--- src/rtl/pipelined_instruction_decoder_if.sv ---
// Handshake bundle between fetch, the instruction decoder and the execution units.
// master = fetch/consumer side driving the decoder, slave = the decoder itself.
interface pipelined_instruction_decoder_if #(
  parameter int INSTR_W   = 32,
  parameter int TYPE_W    = 3,
  parameter int FUNC_W    = 5,
  parameter int REG_W     = 8,
  parameter int ILL_CNT_W = 8,
  parameter int IMM_W     = INSTR_W - TYPE_W - FUNC_W
);
  logic                 flush;
  logic                 in_valid;
  logic                 in_ready;
  logic [INSTR_W-1:0]   in_instruction;
  logic                 out_valid;
  logic                 out_ready;
  logic [TYPE_W-1:0]    out_type;
  logic [FUNC_W-1:0]    out_func;
  logic [REG_W-1:0]     out_t_reg;
  logic [REG_W-1:0]     out_s_reg;
  logic [REG_W-1:0]     out_f_reg;
  logic [IMM_W-1:0]     out_imm;
  logic                 out_illegal;
  logic                 ill_cnt_clr;
  logic [ILL_CNT_W-1:0] ill_count;

  modport master (
    output flush, in_valid, in_instruction, out_ready, ill_cnt_clr,
    input  in_ready, out_valid, out_type, out_func, out_t_reg, out_s_reg,
           out_f_reg, out_imm, out_illegal, ill_count
  );

  modport slave (
    input  flush, in_valid, in_instruction, out_ready, ill_cnt_clr,
    output in_ready, out_valid, out_type, out_func, out_t_reg, out_s_reg,
           out_f_reg, out_imm, out_illegal, ill_count
  );
endinterface

--- src/rtl/pipelined_instruction_decoder.sv ---
// Registered instruction decoder with a 2-entry skid buffer and a saturating illegal-word counter.
//
// state | meaning
// EMPTY | no decoded word held, out_valid=0
// ONE   | output register full, skid empty
// FULL  | output register and skid full, in_ready=0
module pipelined_instruction_decoder #(
  parameter int INSTR_W   = 32,
  parameter int TYPE_W    = 3,
  parameter int FUNC_W    = 5,
  parameter int REG_W     = 8,
  parameter logic [(1<<TYPE_W)-1:0] REG_TYPE_MASK = 8'b1001_1110,
  parameter logic [(1<<TYPE_W)-1:0] ILL_TYPE_MASK = 8'b0110_0000,
  parameter int ILL_CNT_W = 8
) (
  input logic clk,
  input logic rst_n,
  pipelined_instruction_decoder_if.slave bus
);
  localparam int IMM_W = INSTR_W - TYPE_W - FUNC_W;
  localparam int DEC_W = TYPE_W + FUNC_W + 3*REG_W + IMM_W + 1;

  typedef enum logic [1:0] {EMPTY, ONE, FULL} state_t;

  state_t               state_q;
  logic                 in_ready_q;
  logic                 out_valid_q;
  logic [DEC_W-1:0]     out_q;
  logic [DEC_W-1:0]     skid_q;
  logic [ILL_CNT_W-1:0] ill_count_q;
  logic [ILL_CNT_W-1:0] ill_count_d;

  logic [TYPE_W-1:0]    dec_type;
  logic [FUNC_W-1:0]    dec_func;
  logic [3*REG_W-1:0]   dec_regs;
  logic                 dec_illegal;
  logic [DEC_W-1:0]     dec_d;
  logic                 accept;
  logic                 deliver;

  always_comb begin
    dec_type    = bus.in_instruction[INSTR_W-1 -: TYPE_W];
    dec_func    = bus.in_instruction[INSTR_W-TYPE_W-1 -: FUNC_W];
    dec_regs    = REG_TYPE_MASK[dec_type] ? bus.in_instruction[3*REG_W-1:0] : '0;
    dec_illegal = ILL_TYPE_MASK[dec_type];
    dec_d       = {dec_type, dec_func, dec_regs, bus.in_instruction[IMM_W-1:0], dec_illegal};
  end

  assign accept  = bus.in_valid & in_ready_q & ~bus.flush;
  assign deliver = out_valid_q & bus.out_ready;

  // A flushed cycle still lets a same-cycle deliver complete; only buffered state is dropped.
  always_ff @(posedge clk or negedge rst_n) begin
    if (!rst_n) begin
      state_q     <= EMPTY;
      in_ready_q  <= 1'b1;
      out_valid_q <= 1'b0;
      out_q       <= '0;
      skid_q      <= '0;
    end else if (bus.flush) begin
      state_q     <= EMPTY;
      in_ready_q  <= 1'b1;
      out_valid_q <= 1'b0;
    end else begin
      case (state_q)
        EMPTY: begin
          if (accept) begin
            out_q       <= dec_d;
            out_valid_q <= 1'b1;
            state_q     <= ONE;
          end
        end
        ONE: begin
          if (accept && deliver) begin
            out_q <= dec_d;
          end else if (accept) begin
            skid_q     <= dec_d;
            in_ready_q <= 1'b0;
            state_q    <= FULL;
          end else if (deliver) begin
            out_valid_q <= 1'b0;
            state_q     <= EMPTY;
          end
        end
        FULL: begin
          if (deliver) begin
            out_q      <= skid_q;
            in_ready_q <= 1'b1;
            state_q    <= ONE;
          end
        end
        default: begin
          state_q     <= EMPTY;
          in_ready_q  <= 1'b1;
          out_valid_q <= 1'b0;
        end
      endcase
    end
  end

  always_comb begin
    ill_count_d = ill_count_q;
    if (bus.ill_cnt_clr)
      ill_count_d = '0;
    else if (accept && dec_illegal && (ill_count_q != {ILL_CNT_W{1'b1}}))
      ill_count_d = ill_count_q + ILL_CNT_W'(1);
  end

  always_ff @(posedge clk or negedge rst_n) begin
    if (!rst_n)
      ill_count_q <= '0;
    else
      ill_count_q <= ill_count_d;
  end

  assign bus.in_ready  = in_ready_q;
  assign bus.out_valid = out_valid_q;
  assign bus.ill_count = ill_count_q;
  assign {bus.out_type, bus.out_func, bus.out_t_reg, bus.out_s_reg,
          bus.out_f_reg, bus.out_imm, bus.out_illegal} = out_q;
endmodule
--- src/flat_wrapper.sv ---
// flat-port wrapper written by rule: the top's interface ports become plain ports
module pipelined_instruction_decoder_flat 
#(
  parameter int INSTR_W   = 32,
  parameter int TYPE_W    = 3,
  parameter int FUNC_W    = 5,
  parameter int REG_W     = 8,
  parameter logic [(1<<TYPE_W)-1:0] REG_TYPE_MASK = 8'b1001_1110,
  parameter logic [(1<<TYPE_W)-1:0] ILL_TYPE_MASK = 8'b0110_0000,
  parameter int ILL_CNT_W = 8
)
  (clk, rst_n, bus_flush, bus_in_valid, bus_in_instruction, bus_out_ready, bus_ill_cnt_clr, bus_in_ready, bus_out_valid, bus_out_type, bus_out_func, bus_out_t_reg, bus_out_s_reg, bus_out_f_reg, bus_out_imm, bus_out_illegal, bus_ill_count);
  pipelined_instruction_decoder_if #(.INSTR_W(INSTR_W), .TYPE_W(TYPE_W), .FUNC_W(FUNC_W), .REG_W(REG_W), .ILL_CNT_W(ILL_CNT_W)) bus_i ();
  input logic clk;
  input logic rst_n;
  input wire logic [$bits(bus_i.flush)-1:0] bus_flush;
  input wire logic [$bits(bus_i.in_valid)-1:0] bus_in_valid;
  input wire logic [$bits(bus_i.in_instruction)-1:0] bus_in_instruction;
  input wire logic [$bits(bus_i.out_ready)-1:0] bus_out_ready;
  input wire logic [$bits(bus_i.ill_cnt_clr)-1:0] bus_ill_cnt_clr;
  output wire logic [$bits(bus_i.in_ready)-1:0] bus_in_ready;
  output wire logic [$bits(bus_i.out_valid)-1:0] bus_out_valid;
  output wire logic [$bits(bus_i.out_type)-1:0] bus_out_type;
  output wire logic [$bits(bus_i.out_func)-1:0] bus_out_func;
  output wire logic [$bits(bus_i.out_t_reg)-1:0] bus_out_t_reg;
  output wire logic [$bits(bus_i.out_s_reg)-1:0] bus_out_s_reg;
  output wire logic [$bits(bus_i.out_f_reg)-1:0] bus_out_f_reg;
  output wire logic [$bits(bus_i.out_imm)-1:0] bus_out_imm;
  output wire logic [$bits(bus_i.out_illegal)-1:0] bus_out_illegal;
  output wire logic [$bits(bus_i.ill_count)-1:0] bus_ill_count;
  assign bus_i.flush = bus_flush;
  assign bus_i.in_valid = bus_in_valid;
  assign bus_i.in_instruction = bus_in_instruction;
  assign bus_i.out_ready = bus_out_ready;
  assign bus_i.ill_cnt_clr = bus_ill_cnt_clr;
  assign bus_in_ready = bus_i.in_ready;
  assign bus_out_valid = bus_i.out_valid;
  assign bus_out_type = bus_i.out_type;
  assign bus_out_func = bus_i.out_func;
  assign bus_out_t_reg = bus_i.out_t_reg;
  assign bus_out_s_reg = bus_i.out_s_reg;
  assign bus_out_f_reg = bus_i.out_f_reg;
  assign bus_out_imm = bus_i.out_imm;
  assign bus_out_illegal = bus_i.out_illegal;
  assign bus_ill_count = bus_i.ill_count;
  pipelined_instruction_decoder #(.INSTR_W(INSTR_W), .TYPE_W(TYPE_W), .FUNC_W(FUNC_W), .REG_W(REG_W), .REG_TYPE_MASK(REG_TYPE_MASK), .ILL_TYPE_MASK(ILL_TYPE_MASK), .ILL_CNT_W(ILL_CNT_W)) u_core (.clk(clk), .rst_n(rst_n), .bus(bus_i));
endmodule
--- config.mk ---
export PLATFORM = sky130hd
export DESIGN_NAME = pipelined_instruction_decoder_flat
export DESIGN_NICKNAME = d
export VERILOG_FILES = /design/src/rtl/pipelined_instruction_decoder_if.sv /design/src/rtl/pipelined_instruction_decoder.sv /design/src/flat_wrapper.sv
export SDC_FILE = /design/constraint.sdc
export NUM_CORES = 1
export LEC_CHECK = 0
export CAP_MARGIN = 20
export CELL_PAD_IN_SITES_DETAIL_PLACEMENT = 0
export CELL_PAD_IN_SITES_GLOBAL_PLACEMENT = 2
export CORE_UTILIZATION = 32
export CTS_BUF_LIST = sky130_fd_sc_hd__clkbuf_16
export DETAILED_ROUTE_END_ITERATION = 16
export GPL_ROUTABILITY_DRIVEN = 0
export HOLD_SLACK_MARGIN = 0.15
export PLACE_DENSITY_LB_ADDON = 0.1
export SYNTH_ARGS = -nofsm -noshare
export SYNTH_HDL_FRONTEND = slang
export SYNTH_SLANG_ARGS = --single-unit
--- constraint.sdc ---
create_clock -name clk -period 1.94 [get_ports clk]
set_input_delay 0.291 -clock clk [delete_from_list [all_inputs] [get_ports clk]]
set_output_delay 0.291 -clock clk [all_outputs]
set_load 0.005 [all_outputs]
After elaboration in Yosys (flattened, before gate mapping)
Memories as Yosys holds them, arrays and structs flattened.
Cells that the tools add are included.
- register bits after elaboration: 126
- memory bits (read-only): 16
- input bits: 38
- word-level logic and storage cells: 68
- memories: 2
- memory list (memory ; depth ; bits a word ; rd ports ; clocked after Yosys merged registers in ; wr ports ; RTL line ; source):
    (no name shown) ; 8 ; 1 ; 1 ; 0 ; 0 ; pipelined_instruction_decoder.sv:44 ; dec_regs = REG_TYPE_MASK[dec_type] ? bus.in_instruction[3*REG_W-1:0] : '0;
    (no name shown) ; 8 ; 1 ; 1 ; 0 ; 0 ; pipelined_instruction_decoder.sv:45 ; dec_illegal = ILL_TYPE_MASK[dec_type];
- $add $sub $neg: 1
- order comparisons: 1
- equal/unequal tests: 15
- muxes and demuxes: 27
- bitwise logic cells: 5
- reduce and logical (&&, ||, !) cells: 11
- operators with widths (cell ; number):
    two-way mux 57 bit ; 3
    one-hot mux 57 bit (3 select lines) ; 1
    two-way mux 24 bit ; 1
    two-way mux 8 bit ; 2
    two-way mux 2 bit ; 6
    inequality test 3 x 2 -> 1 bit, second input constant ; 4
    AND reduction 4 bit ; 3
    two-way mux 1 bit ; 11
    AND reduction 5 bit ; 2
    adder 8 x 1 -> 8 bit, second input constant ; 1
    inequality test 8 bit, second input constant ; 1
    inequality test 2 x 1 -> 1 bit, second input constant ; 3
    inequality test 3 bit, second input constant ; 2
    one-hot mux 1 bit (3 select lines) ; 2
    one-hot mux 2 bit (3 select lines) ; 1
    < comparator 3 x 4 -> 1 bit, second input constant ; 1
    inequality test 2 bit, second input constant ; 2
    inequality test 4 x 2 -> 1 bit, second input constant ; 1
    bitwise AND 1 bit ; 3
    logical AND 1 bit ; 3
    nonzero test 3 bit ; 1
    equality test 2 x 1 -> 1 bit, second input constant ; 1
    equality test 2 bit, second input constant ; 1
    logical NOT 2 bit ; 1
    2 further kinds ; 3

Longest topological paths before layout
Gate-level depths: netlist of the first run.
- word-level depth: 6
- mapped depth: 7
- depth with buffers taken out: 6

Least setup slack after synthesis of the first run
Ideal clock, no wire load.
- kind: register to register
- start point: reg u_core.in_ready_q, in the netlist u_core.bus.in_ready
- end point: reg u_core.out_q[0]
- library setup time: 125 ps
- arrival: 1764 ps
- required time: 1815 ps
- setup slack: 50 ps
- stages on the path, launching flop included: 7
- buffers on the path: 2
- cells stage by stage: dfstp_2 nand2_2 or3_4 a21oi_4 buf_8 buf_12 mux2_4
- longest elaborated chain between the ends: 5
- RTL lines (element ; RTL line ; source):
    start, declared ; pipelined_instruction_decoder.sv:26 ; logic in_ready_q;
    start signal, assigned ; pipelined_instruction_decoder.sv:56 ; in_ready_q <= 1'b1;
    start signal, assigned ; pipelined_instruction_decoder.sv:62 ; in_ready_q <= 1'b1;
    start signal, assigned ; pipelined_instruction_decoder.sv:78 ; in_ready_q <= 1'b0;
    bitwise AND 1 bit * (2 in series) ; pipelined_instruction_decoder.sv:49 ; assign accept = bus.in_valid & in_ready_q & ~bus.flush;
    logical AND 1 bit ; pipelined_instruction_decoder.sv:74 ; if (accept && deliver) begin
    inequality test 2 x 1 -> 1 bit (no line) ; -- ;
    AND reduction 5 bit (no line) * ; -- ;
    end signal, assigned ; pipelined_instruction_decoder.sv:87 ; out_q <= skid_q;
    end, declared ; pipelined_instruction_decoder.sv:28 ; logic [DEC_W-1:0] out_q;
Every way passes the cells marked *; elsewhere a longest branch is shown, timed or not.
A chain may end at the register's enable or synchronous reset.

Worst setup path after layout of the first run
- start point: reg u_core.state_q[0]
- end point: reg u_core.out_q[18]
- longest elaborated chain between the ends: 3
- RTL lines (element ; RTL line ; source):
    start, declared ; pipelined_instruction_decoder.sv:25 ; state_t state_q;
    start signal, assigned ; pipelined_instruction_decoder.sv:55 ; state_q <= EMPTY;
    start signal, assigned ; pipelined_instruction_decoder.sv:61 ; state_q <= EMPTY;
    start signal, assigned ; pipelined_instruction_decoder.sv:70 ; state_q <= ONE;
    equality test 2 bit, or another cell as far along ; pipelined_instruction_decoder.sv:65 ; case (state_q)
    inequality test 2 x 1 -> 1 bit (no line) / nonzero test 3 bit (equally long branches) ; -- ;
    AND reduction 5 bit (no line) ; -- ;
Several ways; a longest one is shown, not always the timed one.

==> results_dict.tcl, run 1 <==
set metrics [dict create \
    hold_viol 0 \
    clock_path_buffers 2 \
    htreeDepth 4 \
    period_needed_ns 1.89 \
    cts-root-buf "clkbuf_16" \
    drc_errors 0 \
    start_util_pct 33.1 \
    cellLeakagePower_nw 3.40 \
    vias 3952 \
    tightestPinTransition_ns 0.475 \
    synth_flop_cell "dfrtp_1" \
    status "completed" \
    grt_pass1_vias 4047 \
    seq_area_frac_synth_pct 54.7 \
    setup_viol_count_final 0 \
    worstPathCellList "a21boi_2 -> or3_4 -> a21oi_4 -> buf_4 -> clkbuf_16 -> mux2_2" \
    antenna_cells 0 \
    final_layout_size_suffix_gt1_share_pct 31.4 \
    power_density_nw_per_um2 1380 \
    cp_slowest_cell "dfrtp_1" \
    io_pins 105 \
    max_stage_delay_ns 0.39 \
    grt_max_degree 53 \
    r2r-start "u_core.state_q[0]" \
    netlist-cell-type-count 40 \
    syn_nets 508 \
    num_rows 48 \
    hold_class "in2async" \
    slew_headroom_pct 67.5 \
    required_ns 2.24 \
    cts_tree "done" \
    synth_edf_count 0 \
    fillers 1635 \
    final_nets 641 \
    reg2regPathDepth 6 \
    die_y_um 136 \
    ys_warn_count 0 \
    yosys-top-cells-area "dfrtp_1, mux2_2, mux2_4" \
    ys_ff_latch 126 \
    dr.pass1.iters 4 \
    dieArea_um2 18600 \
    finalClockSkew_ns 0.00491 \
    dp_cells 802 \
    crit_start "u_core.state_q[0]" \
    cts.sinks 126 \
    initialDrtViolationCount 132 \
    max_freq_ghz 0.529 \
    area_growth_pct 37.9 \
    syn_avg_cell_area_um2 12.3 \
    end_kind "register" \
    synth_top_area_cell "dfrtp_1" \
    detail_route.wl_per_cell_um 15.7 \
    r2r_end "u_core.out_q[18]" \
    power.switching_w 0.00285 \
    drtAntennaViolNets 0 \
    r2r_setup_slack_ns 0.05 \
    setup_ws_ns 0.0507 \
    cap_viol_max_count 0 \
    clock_latency_ns 0.41 \
    hold_ws_ns 0.346 \
    numPortBuffers 104 \
    crit_path_max_fanout 11 \
    worstPathArrival_ns 2.19 \
    crit_type "reg2reg" \
    synth.cell_area_um2 5760 \
    async_flop_share_pct 100 \
    p_seq_share_pct 40.5 \
    syn_inst 468 \
    combinationalPowerShare_pct 31.1 \
    viasPerCell 4.71 \
    drv_slew 0 \
    die_x_um 136 \
    rsz0062_at_grt "false" \
    peakVddDrop_mv 0.646 \
    dp_hpwl_um 8380 \
    cts_buffers 17 \
    grt_use_total_pct 15.3 \
    swShare_pct 25.9 \
    p_int_w 0.00814 \
    clk_pin_slew_ns 0.06 \
    routed_wl_um 13200 \
    core-area_um2 17400 \
    grt-ovfl-total 0 \
    synth_top_area_share_pct 54.3 \
    clkPwrFrac_pct 28.5 \
    grt_first_pass_wirelength_um 21400 \
    finalCritPeriodShare_pct 97.4 \
    startpoint_type "register" \
    dpl_worst_slack_ns -0.434 \
    antenna_found_initial 0 \
    stdcell_count 839 \
]
-- final cells by class --
type | instances | area, um2 | share of cell area [%]
Multi-Input combinational cell | 311 | 2440 | 30.7
Sequential cell | 126 | 3150 | 39.7
Clock inverter | 15 | 153 | 1.92
Clock buffer | 17 | 425 | 5.35
Inverter | 3 | 11.3 | 0.142
Tap cell | 225 | 282 | 3.54
Timing Repair Buffer | 142 | 1480 | 18.6
-- per-stage QoR --
stage	util (%)	TNS (ns)	power (W)	cell area, um2
floorplan	-	0	0.00605	5760
global placement	41.8	-22.71	0.00780	7280
detailed placement	41.8	-23.83	0.00790	7280
CTS	45.2	0	0.0111	7870
global route	45.6	0	0.0117	7950
finish	45.6	0	0.0110	7950
-- registers in the layout, summed over array words and instances (netlist names) --
| register | flops |
|---|---|
| u_core.skid_q | 57 |
| u_core.bus.ill_count | 8 |
| u_core.out_q | 57 |
| u_core.bus.out_valid | 1 |
| u_core.state_q | 2 |
| u_core.bus.in_ready | 1 |
-- routing by layer --
metal	share of wire (%)	vias up	GRT usage, %
li1	-	1894	-
met5	0	-	0
met3	3.8	15	4.06
met2	47	80	23.7
met1	47	1963	20.1
met4	1.5	0	6.11
-- logic make-up after synthesis --
family / count (synthesis) / share of synthesized area [%]
XOR/XNOR: 6 / 0.912
flip-flops: 126 / 54.7
AO/OA/AOI/OAI: 71 / 6.92
multiplexers: 119 / 25.2
AND/OR/NAND/NOR: 113 / 8.44
buffers and inverters: 31 / 3.41
adder cells (fa/ha/maj): 2 / 0.434
-- layout by cell type (no fill, tap or decap), types with 2 or more instances in the layout --
| cell | n |
|---|---|
| inv_1 | 3 |
| nand4_1 | 3 |
| o21ai_0 | 55 |
| clkinv_1 | 4 |
| clkdlybuf4s50_1 | 102 |
| buf_12 | 9 |
| a2111oi_0 | 2 |
| nor2b_1 | 4 |
| mux2_2 | 87 |
| bufinv_16 | 3 |
| a21oi_1 | 5 |
| mux2_4 | 30 |
| buf_4 | 26 |
| clkbuf_16 | 19 |
| dfrtp_1 | 125 |
| nand2_1 | 82 |
| a211oi_1 | 3 |
| nand3_1 | 3 |
| nand2b_1 | 2 |
| xnor2_1 | 5 |
| clkinv_2 | 5 |
| nor2_1 | 10 |
| clkinvlp_4 | 3 |
-- worst max path at each step --
stage | cells past startpoint | slack (ns) | endpoint
global route | 6 | 0.004 | u_core.out_q[3]
global placement | 8 | -0.40 | u_core.bus.ill_count[5]
floorplan | 6 | 0.05 | u_core.out_q[0]
CTS | 2 | 0.01 | bus_in_ready
finish | 6 | 0.05 | u_core.out_q[18]
detailed placement | 8 | -0.43 | u_core.bus.ill_count[5]
-- critical path, delay by kind of cell (launching register included) --
kind / cells / cell delay [ns]
AOI/OAI and AO/OA: 2 / 0.32
buffers and inverters: 2 / 0.35
DFF: 1 / 0.39
muxes: 1 / 0.33
and+or+nand+nor: 1 / 0.38
-- power groups by stage --
stage | combinational [W] | sequential, W | clock (W)
6_report | 0.00341 | 0.00445 | 0.00313
5_1_grt | 0.00374 | 0.00461 | 0.00336
4_1_cts | 0.00343 | 0.00446 | 0.00323
3_5_place_dp | 0.00341 | 0.00449 | 0
3_3_place_gp | 0.00336 | 0.00445 | 0
2_1_floorplan | 0.00165 | 0.00441 | 0
-- timing repair --
action                                  CTS  global route
endpoints found under the setup margin    1            19
hold buffers                              1             0
setup buffers                             0             2
hold endpoints to repair                 99             0
resized for setup                         0             3
cloned                                    0             2
pin swaps                                 1             1
-- synthesized netlist by cell type (3+ instances only) --
cell type,instances
a211oi_1,3
a21oi_1,5
buf_1,3
buf_12,3
buf_2,4
buf_4,4
clkbuf_1,13
dfrtp_1,125
inv_1,3
mux2_2,87
mux2_4,30
nand2_1,82
nand3_1,3
nand4_1,3
nor2_1,10
nor2b_1,4
o21ai_0,55
xnor2_1,5
No activity file was read; power rests on OpenSTA's default activity.
==> run 2, diff against run 1 <==
--- a/config.mk
+++ b/config.mk
@@ -8,12 +8,13 @@
 export CAP_MARGIN = 20
 export CELL_PAD_IN_SITES_DETAIL_PLACEMENT = 0
 export CELL_PAD_IN_SITES_GLOBAL_PLACEMENT = 2
-export CORE_UTILIZATION = 32
+export CORE_UTILIZATION = 35
 export CTS_BUF_LIST = sky130_fd_sc_hd__clkbuf_16
 export DETAILED_ROUTE_END_ITERATION = 16
 export GPL_ROUTABILITY_DRIVEN = 0
-export HOLD_SLACK_MARGIN = 0.15
+export HOLD_SLACK_MARGIN = 0.1
 export PLACE_DENSITY_LB_ADDON = 0.1
+export SKIP_CTS_REPAIR_TIMING = 1
 export SYNTH_ARGS = -nofsm -noshare
 export SYNTH_HDL_FRONTEND = slang
 export SYNTH_SLANG_ARGS = --single-unit
==> constraint.sdc (replaced) <==
create_clock -name clk -period 2.1 [get_ports clk]
set_input_delay 0.315 -clock clk [delete_from_list [all_inputs] [get_ports clk]]
set_output_delay 0.315 -clock clk [all_outputs]
set_load 0.005 [all_outputs]
==> results_dict.tcl, run 2 (same netlist as run 1, synthesis figures left out) <==
set metrics [dict create \
    path_buf_inv 1 \
    cap_viol_max_count 0 \
    max_stage_delay_ns 0.40 \
    hold_class "in2async" \
    clock_path_buffers 2 \
    cp_slowest_cell "dfrtp_1" \
    layout_common_cells "dfrtp_1, clkdlybuf4s50_1, mux2_2, nand2_1, o21ai_0" \
    initialDrtViolationCount 240 \
    viasPerCell 4.78 \
    clock_latency_ns 0.41 \
    grt_pass1_vias 3948 \
    detail_route.wl_per_cell_um 15.5 \
    numPortBuffers 104 \
    drtAntennaViolNets 0 \
    status "completed" \
    grt_max_degree 44 \
    regArea_um2 3150 \
    dp_cells 783 \
    fillers 1489 \
    setup_viol_count_final 0 \
    dp_hpwl_um 8000 \
    max_freq_ghz 0.520 \
    grt-ovfl-total 0 \
    clk_pin_slew_ns 0.06 \
    grt_first_pass_wirelength_um 20900 \
    die_x_um 130 \
    finalClockSkew_ns 0.00906 \
    grt_use_total_pct 16.2 \
    period_needed_ns 1.92 \
    multi_input_area_um2 2430 \
    num_rows 46 \
    cts_buffers 17 \
    cts_tree "done" \
    die_y_um 130 \
    power_density_nw_per_um2 1300 \
    final_layout_size_suffix_gt1_share_pct 29.2 \
    stdcell_count 816 \
    drc_errors 0 \
    drv_slew 0 \
    area_growth_pct 34.7 \
    worstPathCellList "a21boi_2 -> or3_4 -> a21oi_4 -> buf_12 -> mux2_2" \
    worstPathArrival_ns 2.21 \
    core-area_um2 16000 \
    peakVddDrop_mv 0.604 \
    htreeDepth 4 \
    hold_viol 0 \
    slew_headroom_pct 62.8 \
    tns_ns 0 \
    routed_wl_um 12700 \
    antenna_found_initial 0 \
    antenna_cells 0 \
    cts.sinks 126 \
    end_kind "register" \
    startpoint_type "register" \
    tightestPinTransition_ns 0.557 \
    io_pins 105 \
    vias 3902 \
    final_common_cell "dfrtp_1" \
    start_util_pct 36.0 \
    crit_type "reg2reg" \
    rsz0062_at_grt "false" \
    required_ns 2.39 \
    final_nets 627 \
    finalCritPeriodShare_pct 91.5 \
    dieArea_um2 17000 \
    cts-root-buf "clkbuf_16" \
    dr.pass1.iters 4 \
    crit_path_max_fanout 33 \
    critPathTopFamily "flip-flops" \
    cellLeakagePower_nw 3.33 \
]
-- run 2: cell types whose count changed in the layout (fill, tap and decap cells not counted), moves of 2 or more --
cell        change
clkinv_2        -4
clkbuf_16       -2
buf_4          -10
clkinvlp_4      -2
inv_1           +2
clkinv_4        +3
-- run 2: where the power goes --
| part | internal [W] | switching [W] | total [W] | leakage [nW] |
|---|---|---|---|---|
| clock | 0.00184 | 0.00105 | 0.00289 | 0.287 |
| sequential | 0.00353 | 0.000582 | 0.00411 | 1.57 |
| combinational | 0.00210 | 0.000981 | 0.00308 | 1.47 |
| total | 0.00747 | 0.00262 | 0.0101 | 3.33 |
-- run 2: layer usage --
layer	wire length (um)	vias up	GRT usage (%)
li1	-	1868	-
met1	6390	1951	22.5
met2	5600	72	24.1
met3	547	11	4.59
met4	120	0	5.27
met5	0	-	0
-- run 2: area by class of cell --
class / count / area share [%]
inverter: 3 / 0.145
sequential: 126 / 40.6
timing repair buffer: 128 / 17.0
clock inverter: 15 / 2.00
multi-input combinational: 311 / 31.3
tap: 216 / 3.48
clock buffer: 17 / 5.48
-- run 2: path summary, 6_finish.rpt --
path / endpoint / depth (start not counted) / slack, ns / startpoint
worst max-delay path: u_core.out_q[32] / 5 / 0.18 / u_core.state_q[0]
worst min-delay path: u_core.out_q[51] / 2 / 0.45 / rst_n
worst max register to register: u_core.out_q[32] / 5 / 0.18 / u_core.state_q[0]
worst min register to register: u_core.skid_q[39] / 2 / 0.48 / u_core.skid_q[39]
max in group asynchronous: u_core.bus.in_ready / 3 / 1.00 / rst_n
min in group clk: u_core.skid_q[39] / 2 / 0.48 / u_core.skid_q[39]
-- run 2: worst register-to-register path: stages, from the launching register on --
cell,delay (ns)
dfrtp_1,0.40
a21boi_2,0.17
or3_4,0.38
a21oi_4,0.20
buf_12,0.28
mux2_2,0.38
-- run 2: through the flow --
step / worst slack [ns] / hold WS (ns) / utilization (%) / area [um2] / power, W
floorplan: 0.210 / 0.0194 / - / 5760 / 0.00559
global placement: -0.191 / 0.347 / 44.8 / 7170 / 0.00717
detailed placement: -0.187 / 0.349 / 44.8 / 7170 / 0.00727
CTS: 0.168 / -0.0883 / 48.5 / 7750 / 0.0102
global route: 0.0806 / 0.498 / 48.5 / 7760 / 0.0107
finish: 0.178 / 0.453 / 48.5 / 7760 / 0.0101
